<file path="src/rtl/squash_pkg.sv">
// Shared types and constants for the two-player court engine.
package squash_pkg;

    typedef enum logic [1:0] {
        SERVE,
        MOVE,
        POINT,
        GAME_OVER
    } state_t;

    localparam int   MODE_SQUASH = 0;
    localparam int   MODE_TENNIS = 1;

    localparam logic DIR_LEFT  = 1'b0;
    localparam logic DIR_RIGHT = 1'b1;

endpackage

</file>
<file path="src/rtl/ball_tick_gen.sv">
// Step timer: pulses once every TICK_DIV enabled cycles.
module ball_tick_gen #(
    parameter int TICK_DIV = 25_000_000
) (
    input  logic clock,
    input  logic reset,
    input  logic en,
    input  logic clr,
    output logic tick
);

    localparam int            CW   = $clog2(TICK_DIV);
    localparam logic [CW-1:0] LAST = CW'(TICK_DIV - 1);

    logic [CW-1:0] cnt;

    always_ff @(posedge clock) begin
        if (reset || clr)
            cnt <= '0;
        else if (en)
            cnt <= (cnt == LAST) ? '0 : cnt + 1'b1;
    end

    assign tick = en && (cnt == LAST);

endmodule

</file>
<file path="src/rtl/squash_court_game.sv">
// Two-player court engine: serve, rally, faults and scoring on an N-light bar.
module squash_court_game #(
    parameter int NUM_LIGHTS = 16,
    parameter int TICK_DIV   = 25_000_000,
    parameter int SCORE_W    = 2,
    parameter int WIN_SCORE  = 3,
    parameter int MODE       = 0,
    parameter int HIT_WINDOW = 1
) (
    input  logic                  clock,
    input  logic                  reset,
    input  logic                  rightplayer,
    input  logic                  leftplayer,
    output logic [NUM_LIGHTS-1:0] light,
    output logic [SCORE_W-1:0]    rightpscore,
    output logic [SCORE_W-1:0]    leftpscore,
    output logic                  server,
    output logic                  game_over,
    output logic                  winner
);

    import squash_pkg::*;

    localparam int                 PW       = $clog2(NUM_LIGHTS);
    localparam logic [PW-1:0]      LAST_POS = PW'(NUM_LIGHTS - 1);
    localparam logic [PW-1:0]      RWIN     = PW'(NUM_LIGHTS - HIT_WINDOW);
    localparam logic [PW-1:0]      LWIN     = PW'(HIT_WINDOW);
    localparam logic [SCORE_W-1:0] WIN      = SCORE_W'(WIN_SCORE);
    localparam bit                 TENNIS   = (MODE == MODE_TENNIS);

    state_t              state, state_n;
    logic [PW-1:0]       pos, pos_n;
    logic                dir, dir_n;
    logic                striker, striker_n;
    logic                scorer, scorer_n;
    logic                server_n;
    logic [SCORE_W-1:0]  rscore_n, lscore_n;
    logic [NUM_LIGHTS-1:0] light_n;
    logic                winner_n;

    logic sync_r, sync_l, prev_r, prev_l;
    logic press_r, press_l;
    logic striker_press, server_press;
    logic strk_right, toward, in_win, at_end, won;
    logic hit, score_evt, tick;

    function automatic logic [SCORE_W-1:0] inc_sat(input logic [SCORE_W-1:0] s);
        return (s == WIN) ? s : s + 1'b1;
    endfunction

    function automatic logic [PW-1:0] park(input logic srv);
        return (TENNIS && !srv) ? '0 : LAST_POS;
    endfunction

    assign press_r       = sync_r & ~prev_r;
    assign press_l       = sync_l & ~prev_l;
    assign striker_press = striker ? press_r : press_l;
    assign server_press  = server ? press_r : press_l;

    // In squash both players stand at the right end.
    assign strk_right = TENNIS ? striker : 1'b1;
    assign toward     = strk_right ? (dir == DIR_RIGHT) : (dir == DIR_LEFT);
    assign in_win     = strk_right ? (pos >= RWIN) : (pos < LWIN);
    assign at_end     = strk_right ? (pos == LAST_POS) : (pos == '0);
    assign won        = scorer ? (rightpscore == WIN) : (leftpscore == WIN);

    ball_tick_gen #(
        .TICK_DIV (TICK_DIV)
    ) u_tick (
        .clock (clock),
        .reset (reset),
        .en    ((state == MOVE) || (state == POINT)),
        .clr   (hit || (state_n != state)),
        .tick  (tick)
    );

    always_comb begin
        state_n   = state;
        pos_n     = pos;
        dir_n     = dir;
        striker_n = striker;
        server_n  = server;
        scorer_n  = scorer;
        rscore_n  = rightpscore;
        lscore_n  = leftpscore;
        hit       = 1'b0;
        score_evt = 1'b0;
        unique case (state)
            SERVE: begin
                if (server_press) begin
                    state_n   = MOVE;
                    dir_n     = (TENNIS && !server) ? DIR_RIGHT : DIR_LEFT;
                    striker_n = ~server;
                end
            end
            MOVE: begin
                // A press is judged on the pre-step position and beats a tick.
                if (striker_press) begin
                    if (toward && in_win) begin
                        hit       = 1'b1;
                        dir_n     = ~dir;
                        striker_n = ~striker;
                    end else begin
                        score_evt = 1'b1;
                    end
                end else if (tick) begin
                    if (toward && at_end)
                        score_evt = 1'b1;
                    else if (!TENNIS && dir == DIR_LEFT && pos == '0) begin
                        dir_n = DIR_RIGHT;
                        pos_n = PW'(1);
                    end else if (dir == DIR_RIGHT)
                        pos_n = pos + 1'b1;
                    else
                        pos_n = pos - 1'b1;
                end
            end
            POINT: begin
                if (tick) begin
                    if (won)
                        state_n = GAME_OVER;
                    else begin
                        state_n   = SERVE;
                        server_n  = scorer;
                        pos_n     = park(scorer);
                        dir_n     = (TENNIS && !scorer) ? DIR_RIGHT : DIR_LEFT;
                        striker_n = ~scorer;
                    end
                end
            end
            GAME_OVER: begin
            end
            default: begin
            end
        endcase
        if (score_evt) begin
            state_n  = POINT;
            scorer_n = ~striker;
            if (~striker)
                rscore_n = inc_sat(rightpscore);
            else
                lscore_n = inc_sat(leftpscore);
        end
    end

    always_comb begin
        light_n  = '0;
        winner_n = 1'b0;
        unique case (state_n)
            SERVE, MOVE: light_n[pos_n] = 1'b1;
            POINT:       light_n = '1;
            GAME_OVER: begin
                winner_n = scorer_n;
                for (int i = 0; i < NUM_LIGHTS; i++)
                    light_n[i] = (i >= NUM_LIGHTS / 2) ? scorer_n : ~scorer_n;
            end
            default:     light_n = '0;
        endcase
    end

    always_ff @(posedge clock) begin
        if (reset) begin
            state       <= SERVE;
            pos         <= LAST_POS;
            dir         <= DIR_LEFT;
            striker     <= 1'b0;
            scorer      <= 1'b0;
            server      <= 1'b1;
            rightpscore <= '0;
            leftpscore  <= '0;
            light       <= {1'b1, {(NUM_LIGHTS-1){1'b0}}};
            game_over   <= 1'b0;
            winner      <= 1'b0;
            sync_r      <= 1'b1;
            sync_l      <= 1'b1;
            prev_r      <= 1'b1;
            prev_l      <= 1'b1;
        end else begin
            state       <= state_n;
            pos         <= pos_n;
            dir         <= dir_n;
            striker     <= striker_n;
            scorer      <= scorer_n;
            server      <= server_n;
            rightpscore <= rscore_n;
            leftpscore  <= lscore_n;
            light       <= light_n;
            game_over   <= (state_n == GAME_OVER);
            winner      <= winner_n;
            sync_r      <= rightplayer;
            sync_l      <= leftplayer;
            prev_r      <= sync_r;
            prev_l      <= sync_l;
        end
    end

endmodule
</file>
<file path="config.mk">
export PLATFORM = sky130hd
export DESIGN_NAME = squash_court_game
export DESIGN_NICKNAME = d
export VERILOG_FILES = /design/src/rtl/squash_pkg.sv /design/src/rtl/ball_tick_gen.sv /design/src/rtl/squash_court_game.sv
export SDC_FILE = /design/constraint.sdc
export NUM_CORES = 1
export LEC_CHECK = 0
export CORE_UTILIZATION = 55
export CTS_CLUSTER_DIAMETER = 120
export DETAILED_ROUTE_END_ITERATION = 12
export PLACE_DENSITY_LB_ADDON = 0.08
export SYNTH_ARGS = -nofsm -noshare
export SYNTH_HDL_FRONTEND = slang
export SYNTH_SLANG_ARGS = --single-unit
</file>
<file path="constraint.sdc">
create_clock -name clock -period 3.8 [get_ports clock]
set_input_delay 0.38 -clock clock [delete_from_list [all_inputs] [get_ports clock]]
set_output_delay 0.38 -clock clock [all_outputs]
set_load 0.02 [all_outputs]
</file>
==> results of run 1 <==
==> worst register-to-register path: stages, from the launching register on <==
cell and delay (ps):
sky130_fd_sc_hd__dfxtp_1 470, sky130_fd_sc_hd__inv_1 130, sky130_fd_sc_hd__ha_1 500, sky130_fd_sc_hd__and4_1 370, sky130_fd_sc_hd__nand4_2 160, sky130_fd_sc_hd__o31ai_2 270
sky130_fd_sc_hd__o211ai_1 160, sky130_fd_sc_hd__and3_1 200, sky130_fd_sc_hd__or4_1 500, sky130_fd_sc_hd__buf_4 250, sky130_fd_sc_hd__nor3_1 220
==> metrics by stage <==
stage | cell area [um2] | total power (W) | setup slack [ps] | hold WS [ps]
floorplan | 3040 | 0.000938 | 980 | 423
global placement | 3340 | 0.00102 | 685 | 437
detailed placement | 3340 | 0.00102 | 514 | 443
CTS | 3530 | 0.00158 | 491 | 468
global route | 3530 | 0.00164 | 243 | 487
finish | 3530 | 0.00156 | 498 | 467
==> cell type report <==
| class | count | area [um2] |
|---|---|---|
| multi-input cells | 252 | 1700 |
| inverters | 13 | 48.8 |
| well taps | 70 | 87.6 |
| clock buffers | 10 | 128 |
| fillers | 458 | 1670 |
| repair buffers | 29 | 283 |
| clock inverters | 6 | 63.8 |
| flip-flops and latches | 61 | 1220 |
==> placed cells by master, fill, tap and decap left out, types with 10 or more instances in the layout <==
cell	count
sky130_fd_sc_hd__clkdlybuf4s50_1	26
sky130_fd_sc_hd__dfxtp_1	61
sky130_fd_sc_hd__inv_1	12
sky130_fd_sc_hd__nand2_1	28
sky130_fd_sc_hd__nand3_1	18
sky130_fd_sc_hd__nand4_1	11
sky130_fd_sc_hd__nor2_1	28
sky130_fd_sc_hd__o21ai_0	17
sky130_fd_sc_hd__xnor2_1	10
sky130_fd_sc_hd__xor2_1	17
==> logic make-up after synthesis <==
logic type | count (synthesis)
adders and majority gates | 10
xor gates and xnor gates | 27
AOI/OAI and AO/OA | 57
muxes | 5
DFF | 61
buffers and inverters | 24
and+or+nand+nor | 153
==> metal layers <==
| metal | GRT usage [%] | wire length, um | vias to the layer above |
|---|---|---|---|
| met4 | 13.5 | 161 | 0 |
| li1 | - | - | 1263 |
| met1 | 33.0 | 3060 | 1169 |
| met5 | 0 | 0 | - |
| met2 | 34.8 | 2800 | 85 |
| met3 | 5.03 | 419 | 17 |
==> registers in the layout, indices dropped and copies added, names as in the netlist <==
register,cells
pos,4
scorer,1
leftpscore,2
dir,1
prev_r,1
prev_l,1
striker,1
sync_r,1
winner,1
state,2
game_over,1
rightpscore,2
server,1
light,16
u_tick.cnt,25
sync_l,1
==> power by group through the flow <==
stage          sequential (W)  clock (W)  combinational, W
2_1_floorplan        0.000730          0          0.000208
3_3_place_gp         0.000712          0          0.000304
3_5_place_dp         0.000713          0          0.000307
4_1_cts              0.000699   0.000567          0.000309
5_1_grt              0.000703   0.000595          0.000339
6_report             0.000700   0.000553          0.000310
==> worst min-delay path by stage <==
stage,slack [ps],cells past startpoint,to,from
detailed placement,440,1,prev_l,sync_l
finish,470,1,prev_l,sync_l
global placement,440,1,prev_l,sync_l
CTS,470,1,prev_l,sync_l
floorplan,420,1,prev_l,sync_l
global route,490,1,prev_l,sync_l
==> summary.md, run 1 <==
- worst clock skew on the final layout: 6.07 ps
- slack of the worst reg-to-reg path: 500 ps
- terminus of the critical flop-to-flop path: u_tick.cnt[5]
- number of library cell types mapped by synthesis: 59
- most repeated cell in the gate-level netlist after synthesis: sky130_fd_sc_hd__dfxtp_1
- Cell Rows: 26
- final WL: 6440 um
- synthesized cell area: 3040 um2
- core area: 5200 um2
- average cell area after synthesis: 9.03 um2
- number of sinks driven by the clock tree: 61
- Ant. Diodes: 0
- wire length of the first global-routing pass: 11000 um
- net load switching power: 0.000471 W
- horizontal die dimension: 76.4 um
- final core area utilization: 67.9%
- synthesized-area fraction occupied by ao, oa, aoi and oai cells: 12.8%
- Simple-Gate Fraction of Synth Area: 29.3%
- combinational cell fraction of total power: 19.8%
- Die Y-Extent: 76.4 um
- DRT iter0 DRCs: 148
- number of enable-type register cells in the synthesized netlist: 0
- number of nets in the final layout: 380
- final critical-path required period: 3300 ps
- CP Depth: 10
- CP Max Fanout: 25
- weighted congestion reported at the end of routability-driven placement: 0.888
- count of buffer and inverter cells on the critical path: 2
- fraction of layout cells with a size suffix above 1: 12.1%
- number of antenna violations at the first check in global routing: 0
- Max Freq: 303 MHz
- Post-Place Cells: 425
- run status: complete, no violations
- relative contribution of sequential cells to total power: 44.8%
- number of instances in the synthesized netlist: 337
- post_cts resized: 0
- TritonCTS clock tree: yes
- pins over their slew limit: 0
- parity-gate share of the synthesized area counting xor and xnor cells: 7.77%
- dominant combinational cell family by area after synthesis: simple AND/OR/NAND/NOR gates
- HPWL reported at the end of detailed placement: 4670 um
- Worst Path Required: 4060 ps
- portion of the post-synthesis area used by sequential elements: 40.1%
- predominant post-synthesis flop cell: sky130_fd_sc_hd__dfxtp_1
- clk_lat worst skew: 340 ps
- IR Drop Worst-Case VDD: 290 uV
- data arrival at the endpoint of the critical path: 3560 ps
- worst rel slew slack: 60.6%
- wire per inst: 14.6 um
- clock tree buffer depth: 2
- number of buffers added by the clock tree synthesis step: 9
- I/O pins: 27
- via count: 2534
- multiplexer share of the synthesized area: 1.64%
- worst setup path class: reg2reg
- area overhead of the layout relative to synthesis: 16.0%
- setup repair after global routing missed its margin: false
- kind of cell adding the most delay to the critical path: simple AND/OR/NAND/NOR gates
- number of port buffers: 26
- CTS clock-pin slew for the worst setup and hold paths: 70 ps
- die footprint: 5840 um2
- fraction of the mapped netlist area in adder cells: 4.36%
- H-tree levels: 3
- share of total power in the clock network: 35.4%
- logic depth of the worst register-to-register path: 10
- Root Buffer: sky130_fd_sc_hd__clkbuf_8
- starting density of the core: 58.5%
- GRT Overall Usage: 24.0%
- LEAKAGE: 1.28 nW
- period utilisation layout: 86.9%
- nature of the critical path endpoint: flop
- vias in the first global route: 2369
- Vias/cell: 5.75
- Hold Vio Cnt, Final: 0
- number of buffers inserted by post-CTS setup repair: 0
- fraction of power spent switching nets: 30.1%
- Yosys warnings: 0
- non-filler instance count after layout: 441
- Mapped Nets: 351
- kind of start point of the critical path: flop
- worst reg2reg startpoint: state[0]
- setup-violating endpoint count in the final report: 0
- hold buffer count at CTS: 0
- start point of the critical path: state[0]
- Sum Neg Setup Slack: 0 ps
- share of Yosys cell area claimed by the top area cell type: 40.1%
- iteration count of the initial detailed-routing pass: 4
- critical path capture point: u_tick.cnt[5]
- crit path max-delay cell type: sky130_fd_sc_hd__ha_1
- commonest cells in the synthesized netlist: 61 x sky130_fd_sc_hd__dfxtp_1, 28 x sky130_fd_sc_hd__nand2_1, 28 x sky130_fd_sc_hd__nor2_1
- cell-internal power: 0.00109 W
- Yosys top cell by area: sky130_fd_sc_hd__dfxtp_1
- Routed Antenna Nets: 0
- synthesized flop and latch total: 61
- chain of cells forming the critical path: inv_1, ha_1, and4_1, nand4_2, o31ai_2, o211ai_1, and3_1, or4_1, buf_4, nor3_1
- slew at the pin closest to its max-slew limit: 586 ps
- global route total overflow: 0
- Post-route DRC: 0
- maximum number of pins on one net before global-route repair: 26
- async set-reset flop share out of synthesis: 0%
- PwrDens: 442 nW/um2
- largest stage delay on the critical path: 500 ps
- Maximum Capacitance Violations: 0
- Hold Path Class: reg2reg
- Area contributors post-synth: sky130_fd_sc_hd__dfxtp_1 40%, sky130_fd_sc_hd__xor2_1 4.9%, sky130_fd_sc_hd__ha_1 3.7%
(Power assumes the default switching activity.)
==> inputs of run 2 (changes only) <==
--- a/config.mk
+++ b/config.mk
@@ -11,2 +11,3 @@
 export PLACE_DENSITY_LB_ADDON = 0.08
+export REMOVE_ABC_BUFFERS = 1
 export SYNTH_ARGS = -nofsm -noshare
==> constraint.sdc (replaced) <==
create_clock -name clock -period 3.8 [get_ports clock]
set_input_delay 0.57 -clock clock [delete_from_list [all_inputs] [get_ports clock]]
set_output_delay 0.57 -clock clock [all_outputs]
set_load 0.02 [all_outputs]
==> run 2 against run 1 <==
Worst setup slack got worse by 55 ps. Non-clock buffer count increased by 1. Clock power increased by 4.3%. Design area increased by 0.42%. Hold slack got worse by 8.8 ps. Clock skew increased by 4.4 ps.
==> summary.md, run 2 (synthesis results as in run 1) <==
- run status: complete, no violations, unchanged
- weighted congestion reported at the end of routability-driven placement: 0.949, was 0.888
- number of buffers inserted by post-CTS setup repair: 0, unchanged
- die footprint: 5840 um2, unchanged
- fraction of layout cells with a size suffix above 1: 12.6%, was 12.1%
- clock tree buffer depth: 2, unchanged
- global route total overflow: 0, unchanged
- Vias/cell: 5.84, was 5.75
- number of buffers added by the clock tree synthesis step: 9, unchanged
- start point of the critical path: state[0], unchanged
- largest registers in the final layout: u_tick.cnt (25), light (16), pos (4), unchanged
- core area: 5200 um2, unchanged
- Worst Path Required: 4060 ps, about the same
- top library cells by usage in the layout, fill and taps aside: 61 x sky130_fd_sc_hd__dfxtp_1, 28 x sky130_fd_sc_hd__nand2_1, 28 x sky130_fd_sc_hd__nor2_1, unchanged
- I/O pins: 27, unchanged
- IR Drop Worst-Case VDD: 358 uV, was 290 uV
- H-tree levels: 3, unchanged
- Maximum Capacitance Violations: 0, unchanged
- horizontal die dimension: 76.4 um, unchanged
- hold buffer count at CTS: 0, unchanged
- wire length of the first global-routing pass: 11600 um, was 11000 um
- Filler Cells Inserted: 435, was 458
- Routed Antenna Nets: 0, unchanged
- leading cell type in the layout, fill and taps excluded: sky130_fd_sc_hd__dfxtp_1, unchanged
- starting density of the core: 58.5%, unchanged
- PwrDens: 448 nW/um2, was 442 nW/um2
- max FFs per register: 25, unchanged
- post_cts resized: 0, unchanged
- period utilisation layout: 88.4%, was 86.9%
- setup repair after global routing missed its margin: false, unchanged
- final WL: 6630 um, was 6440 um
- Post-route DRC: 0, unchanged
- final core area utilization: 68.1%, was 67.9%
- data arrival at the endpoint of the critical path: 3620 ps, was 3560 ps
- origin of the worst min-delay path: sync_l, unchanged
- HPWL reported at the end of detailed placement: 4800 um, was 4670 um
- Cell Rows: 26, unchanged
- Hold Path Class: reg2reg, unchanged
- LEAKAGE: 1.29 nW, was 1.28 nW
- Hold Vio Cnt, Final: 0, unchanged
- CTS clock-pin slew for the worst setup and hold paths: 70 ps, about the same
- worst clock skew on the final layout: 10.5 ps, was 6.07 ps
- Ant. Diodes: 0, unchanged
- worst reg2reg startpoint: state[0], unchanged
- nature of the critical path endpoint: flop, unchanged
- Root Buffer: sky130_fd_sc_hd__clkbuf_8, unchanged
- wire per inst: 15.0 um, was 14.6 um
- DRT iter0 DRCs: 210, was 148
- TritonCTS clock tree: yes, unchanged
- number of antenna violations at the first check in global routing: 0, unchanged
- number of port buffers: 26, unchanged
- maximum number of pins on one net before global-route repair: 26, unchanged
- Sum Neg Setup Slack: 0 ps, unchanged
- number of nets in the final layout: 381, was 380
- clk_lat worst skew: 350 ps, was 340 ps
- final critical-path required period: 3360 ps, was 3300 ps
- Max Freq: 298 MHz, was 303 MHz
- Die Y-Extent: 76.4 um, unchanged
- kind of start point of the critical path: flop, unchanged
- via count: 2581, was 2534
- area overhead of the layout relative to synthesis: 16.5%, was 16.0%
- iteration count of the initial detailed-routing pass: 4, unchanged
- slew at the pin closest to its max-slew limit: 653 ps, was 586 ps
- GRT Overall Usage: 25.2%, was 24.0%
- power after layout: 0.00159 W, was 0.00156 W
- CP Max Fanout: 25, unchanged
- number of sinks driven by the clock tree: 61, unchanged
- largest reg by FF count: u_tick.cnt, unchanged
- worst rel slew slack: 56.1%, was 60.6%
- worst setup path class: reg2reg, unchanged
- pins over their slew limit: 0, unchanged
- setup-violating endpoint count in the final report: 0, unchanged
- vias in the first global route: 2468, was 2369
[run 2: worst max-delay path, cell delays in order (launching register included)]
cell and delay (ps):
sky130_fd_sc_hd__dfxtp_1 470, sky130_fd_sc_hd__inv_1 140, sky130_fd_sc_hd__ha_1 510, sky130_fd_sc_hd__and4_1 380, sky130_fd_sc_hd__and4_4 290, sky130_fd_sc_hd__nand2_1 130, sky130_fd_sc_hd__o211ai_1 280, sky130_fd_sc_hd__a21oi_1 110
sky130_fd_sc_hd__or4_1 480, sky130_fd_sc_hd__buf_4 250, sky130_fd_sc_hd__nor3_1 220
[run 2: final timing paths]
kind              endpoint  slack (ps)  cells past startpoint
max          u_tick.cnt[5]         440                     10
min                 prev_l         460                      1
max reg2reg  u_tick.cnt[5]         440                     10
min reg2reg         prev_l         460                      1
[run 2: final cells by class]
type	instances	area, um2	share of cell area [%]
Sequential cell	61	1220	34.4
Inverter	13	48.8	1.38
Multi-Input combinational cell	252	1700	47.9
Timing Repair Buffer	30	290	8.18
Clock buffer	9	124	3.49
Tap cell	70	87.6	2.47
Clock inverter	7	75.1	2.12
[run 2: through the flow]
step,area [um2],hold WS [ps],cells,worst slack [ps]
after floorplan,2970,423,326,70.2
after global placement,3350,433,426,666
after detailed placement,3350,450,426,472
after CTS,3550,471,442,451
after global routing,3550,506,442,142
final,3550,458,442,442
[run 2: report_power, final]
part / switching [W] / total [W] / internal [W] / leakage, nW
logic: 0.000194 / 0.000312 / 0.000117 / 0.695
registers: 0.0000258 / 0.000699 / 0.000673 / 0.494
clock network: 0.000271 / 0.000577 / 0.000305 / 0.104
[run 2: per-layer routing]
layer	vias to the layer above	part of all wire (%)	global-route usage [%]
li1	1285	-	-
met1	1206	47	33.9
met2	81	46	38.3
met3	9	6.0	7.54
met4	0	1.4	9.04
met5	-	0	0
==> RTL edit 1: new RTL, config.mk and constraints of run 2 <==
Reset style: asynchronous (`reset`), changed in one clocked block.
--- a/src/rtl/squash_court_game.sv
+++ b/src/rtl/squash_court_game.sv
@@ -159,5 +159,5 @@
     end
 
-    always_ff @(posedge clock) begin
+    always_ff @(posedge clock or posedge reset) begin
         if (reset) begin
             state       <= SERVE;
Check against the original RTL: differs if reset is asserted again (counterexample within 10 cycles, from zero or initial values and one cycle with reset high); with reset held inactive, the same outputs for 10 cycles.
==> RTL edit 1 against run 2 <==
Critical path depth unchanged; sequential cell count unchanged; area after synthesis decreased by 1.9%; worst setup slack got worse by 0.015 ns; final area decreased by 0.11%; wire length decreased by 12%; critical path type unchanged.
Power is not compared: it rests on default switching activity, and its combinational part moved more than twofold at a synthesized area within 25%.
==> RTL edit 1: results (changes against run 2) <==
| Metric | Value |
|---|---|
| Non-filler instance count after layout | `428 (was 442)` |
| CP max FO | `9 (was 25)` |
| Post-synth ARST share | `0.5902 (was 0)` |
| Outcome | `finished clean (unchanged)` |
| Avg WL per Cell | `13.57 µm (was 15.00 µm)` |
| Drt initial violations | `144 (was 210)` |
| HPWL after DPL | `4.277 mm (was 4.804 mm)` |
| Layout Skew | `0.004600 ns (was 0.01046 ns)` |
| Vias | `2332 (was 2581)` |
| Critical R2R Launch | `state[0]$_DFF_PP0_ (was state[0]$_SDFF_PP0_)` |
| Synth cell types | `53 (was 59)` |
| Layout cells sized above 1 | `0.1257 (was 0.1263)` |
| Gp weighted congestion | `0.8600 (was 0.9491)` |
| R2R depth | `10 (unchanged)` |
| GRT Overall Usage | `0.2309 (was 0.2522)` |
| Metal-1 WL | `2.901 mm (was 3.110 mm)` |
| Critical path data arrival time | `3.56 ns (was 3.62 ns)` |
| Met3 Wirelength | `278 µm (was 399 µm)` |
| CP max stage cell | `or4_1 (was ha_1)` |
| Met2 routed WL | `2.534 mm (was 3.025 mm)` |
| First-pass GRT wire length | `9.680 mm (was 11.59 mm)` |
| Post-Place Cell Area | `3342 µm² (was 3348 µm²)` |
| Slew @ Worst Pin | `0.6575 ns (was 0.6528 ns)` |
| DP Cell Count | `412 (was 426)` |
| Area contributors post-synth | `dfrtp_1 22%, dfxtp_1 17%, dfstp_2 8.8%, nor2_1 4.9%, xnor2_1 4.1% (was dfxtp_1 40%, xor2_1 4.9%, ha_1 3.7%, nand2_1 3.5%, nor2_1 3.5%)` |
| Vias in the first global route | `2091 (was 2468)` |
| Initial antenna violation count | `0 (unchanged)` |
| Hold-critical path endpoint | `prev_l$_DFF_PP1_ (was prev_l$_SDFF_PP1_)` |
| Hold Crit Depth | `0 (was 1)` |
| Slowest stage delay, CP | `0.49 ns (was 0.51 ns)` |
| Hold Crit Start | `sync_l$_DFF_PP1_ (was sync_l$_SDFF_PP1_)` |
| Post-Syn Instances | `316 (was 337)` |
| Drt pass-1 iters | `4 (unchanged)` |
| Seq/Total Area, Yosys | `0.4734 (was 0.4012)` |
| Synth cell count leaders | `39 x nor2_1, 26 x dfrtp_1, 25 x dfxtp_1 (was 61 x dfxtp_1, 28 x nand2_1, 28 x nor2_1)` |
| Final #Nets | `367 (was 381)` |
| FF-to-FF End | `light[13]$_DFF_PP0_ (was u_tick.cnt[5]$_SDFFE_PP0N_)` |
## RTL edit 1: cell count changes in the layout (fill, tap and decap cells not counted), sizes merged, moves of 5 or more
cell	run 2	this run
dfstp	0	10
nor3	17	10
o21ai	19	27
dfrtp	0	26
xor2	17	12
nor2	29	39
inv	13	20
and4	6	0
dfxtp	61	25
o31ai	5	0
nand4	12	5
## RTL edit 1: cell type report
class                   count  area (µm²)
multi-input cells         231        1475
flip-flops and latches     61        1414
clock inverters             4       46.29
inverters                  20       75.07
clock buffers              12       155.1
repair buffers             30       290.3
well taps                  70       87.58
fillers                   410        1629
## RTL edit 1: kinds of logic (layout without fill, tap and decap cells)
family | count (synthesis) | after routing | share of synthesized area
adder cells (fa/ha/maj) | 10 | 10 | 0.04441
AND/OR/NAND/NOR | 130 | 130 | 0.2204
buffers and inverters | 24 | 66 | 0.03268
multiplexers | 6 | 6 | 0.02178
flip-flops | 61 | 61 | 0.4734
AO/OA/AOI/OAI | 59 | 59 | 0.1311
XOR/XNOR | 26 | 26 | 0.07625
## RTL edit 1: worst max-delay path by stage
| stage | endpoint | slack, ns |
|---|---|---|
| 4_1_cts | light[13]$_DFF_PP0_ | 0.42 |
| 2_1_floorplan | light[10]$_DFF_PP0_ | 0.62 |
| 3_5_place_dp | light[13]$_DFF_PP0_ | 0.42 |
| 5_1_grt | light[13]$_DFF_PP0_ | 0.07 |
| 3_3_place_gp | light[13]$_DFF_PP0_ | 0.60 |
| 6_report | light[13]$_DFF_PP0_ | 0.43 |
## RTL edit 1: worst reg2reg max path, delay by kind of cell (launching register included)
family	cells	cell delay, ns
AND/OR/NAND/NOR	3	0.97
AO/OA/AOI/OAI	3	0.76
adder cells (fa/ha/maj)	1	0.46
multiplexers	1	0.33
flip-flops	1	0.45
buffers and inverters	2	0.25
## RTL edit 1: metal layers
layer,GRT usage,up-vias
met5,0,-
met4,0.1111,0
met3,0.04762,10
met2,0.3244,52
met1,0.3387,1088
li1,-,1182
## RTL edit 1: stage by stage
stage / power [mW] / setup slack [ns] / utilization / hold slack [ns]
final: 2.309 / 0.4276 / 0.6851 / 0.3706
after global routing: 2.452 / 0.07344 / 0.6851 / 0.3787
after CTS: 2.322 / 0.4212 / 0.6851 / 0.3736
after detailed placement: 1.744 / 0.4226 / 0.6461 / 0.3635
after global placement: 1.724 / 0.6008 / 0.6461 / 0.3623
after floorplan: 1.420 / 0.6169 / - / 0.3583
## RTL edit 1: power by group
part           internal (mW)  switching [mW]
logic                  0.358           0.524
clock network          0.335           0.244
registers              0.773          0.0757
total                   1.47           0.843
==> RTL edit 2: new RTL, config.mk and constraints of run 2 <==
Made on the original files. `TICK_DIV` is set to 25_000_000 in 2 places; all go to 50_000_000.
--- a/src/rtl/ball_tick_gen.sv
+++ b/src/rtl/ball_tick_gen.sv
@@ -1,5 +1,5 @@
 // Step timer: pulses once every TICK_DIV enabled cycles.
 module ball_tick_gen #(
-    parameter int TICK_DIV = 25_000_000
+    parameter int TICK_DIV = 50_000_000
 ) (
     input  logic clock,
--- a/src/rtl/squash_court_game.sv
+++ b/src/rtl/squash_court_game.sv
@@ -2,5 +2,5 @@
 module squash_court_game #(
     parameter int NUM_LIGHTS = 16,
-    parameter int TICK_DIV   = 25_000_000,
+    parameter int TICK_DIV   = 50_000_000,
     parameter int SCORE_W    = 2,
     parameter int WIN_SCORE  = 3,
Behaviour: same outputs for any inputs over 10 cycles, from zero or initial values and one cycle with reset high; that may be too few to reach the edited logic, so the function may still have changed.
==> RTL edit 2 against run 2 <==
Wire length down 5.4%; critical endpoint is now light[8]$_SDFF_PP0_; worst setup slack better by 0.28 ns; final area up 0.49%; critical path depth down 1; sequential cell count up 1; area after synthesis down 0.95%; die area down 0.91%.
Power is not compared: it rests on default switching activity, and its combinational part moved more than twofold at a synthesized area within 25%.
==> RTL edit 2: results (changes against run 2) <==
| Metric | Value |
|---|---|
| GRT Overall Usage | `0.2341 (was 0.2522)` |
| CP max stage cell | `or3b_2 (was ha_1)` |
| CP max FO | `10 (was 25)` |
| Critical path data arrival time | `3.34 ns (was 3.62 ns)` |
| Non-filler instance count after layout | `443 (was 442)` |
| Mapped Avg Cell Area | `8.921 µm² (was 9.033 µm²)` |
| Final #Nets | `382 (was 381)` |
| R2R depth | `9 (was 10)` |
| Layout cells sized above 1 | `0.1072 (was 0.1263)` |
| Vias/cell | `5.713 (was 5.839)` |
| Vias in the first global route | `2279 (was 2468)` |
| Met3 Wirelength | `340 µm (was 399 µm)` |
| Slowest stage delay, CP | `0.53 ns (was 0.51 ns)` |
| Outcome | `finished clean (unchanged)` |
| CP Depth | `9 (was 10)` |
| Drt pass-1 iters | `5 (was 4)` |
| Synth cell types | `56 (was 59)` |
| Post-Place Cell Area | `3342 µm² (was 3348 µm²)` |
| Slew @ Worst Pin | `0.8679 ns (was 0.6528 ns)` |
| Routing usage on met2 | `0.3245 (was 0.3829)` |
| Hold_ws | `0.4774 ns (was 0.4580 ns)` |
| Routed WL | `6.272 mm (was 6.629 mm)` |
| Fill cell count | `438 (was 435)` |
| Crit path capture | `light[8]$_SDFF_PP0_ (was u_tick.cnt[5]$_SDFFE_PP0N_)` |
| FF-to-FF setup slack | `0.73 ns (was 0.44 ns)` |
| DP Cell Count | `427 (was 426)` |
| Seq/Total Area, Yosys | `0.4116 (was 0.4012)` |
| Layout Skew | `0.004457 ns (was 0.01046 ns)` |
| Hold Crit Depth | `1 (unchanged)` |
| Critical path class | `reg2reg (unchanged)` |
| Peak Freq | `0.3253 GHz (was 0.2978 GHz)` |
| First-pass GRT wire length | `10.65 mm (was 11.59 mm)` |
| Pin count of the biggest net entering global routing | `27 (was 26)` |
| HPWL after DPL | `4.532 mm (was 4.804 mm)` |
| Biggest regs | `u_tick.cnt: 26 flops, light: 16 flops, pos: 4 flops (was u_tick.cnt: 25 flops, light: 16 flops, pos: 4 flops)` |
| Met1 global-route usage | `0.3366 (was 0.3386)` |
| Synth cell count leaders | `62 x dfxtp_1, 34 x nor2_1, 21 x nand2_1 (was 61 x dfxtp_1, 28 x nand2_1, 28 x nor2_1)` |
[RTL edit 2: metrics by stage]
step / total power, mW / setup slack [ns]
3_5_place_dp: 0.7951 / 0.7723
4_1_cts: 1.436 / 0.7416
2_1_floorplan: 0.7568 / 0.9764
5_1_grt: 1.477 / 0.3466
3_3_place_gp: 0.7931 / 0.8455
6_report: 1.421 / 0.7255
[RTL edit 2: cell type report]
cell class / count / area [µm²] / area share
multi-input cells: 255 / 1693 / 0.4749
flip-flops and latches: 62 / 1241 / 0.3482
repair buffers: 28 / 275.3 / 0.07722
clock buffers: 10 / 137.6 / 0.03861
well taps: 70 / 87.58 / 0.02457
clock inverters: 6 / 85.08 / 0.02387
inverters: 12 / 45.04 / 0.01264
[RTL edit 2: cell families after synthesis]
group	count (synthesis)	synth area share
and+or+nand+nor	153	0.2880
DFF	62	0.4116
AOI/OAI and AO/OA	61	0.1378
xor gates and xnor gates	27	0.07842
buffers and inverters	21	0.02697
adders and majority gates	10	0.04398
muxes	4	0.01328
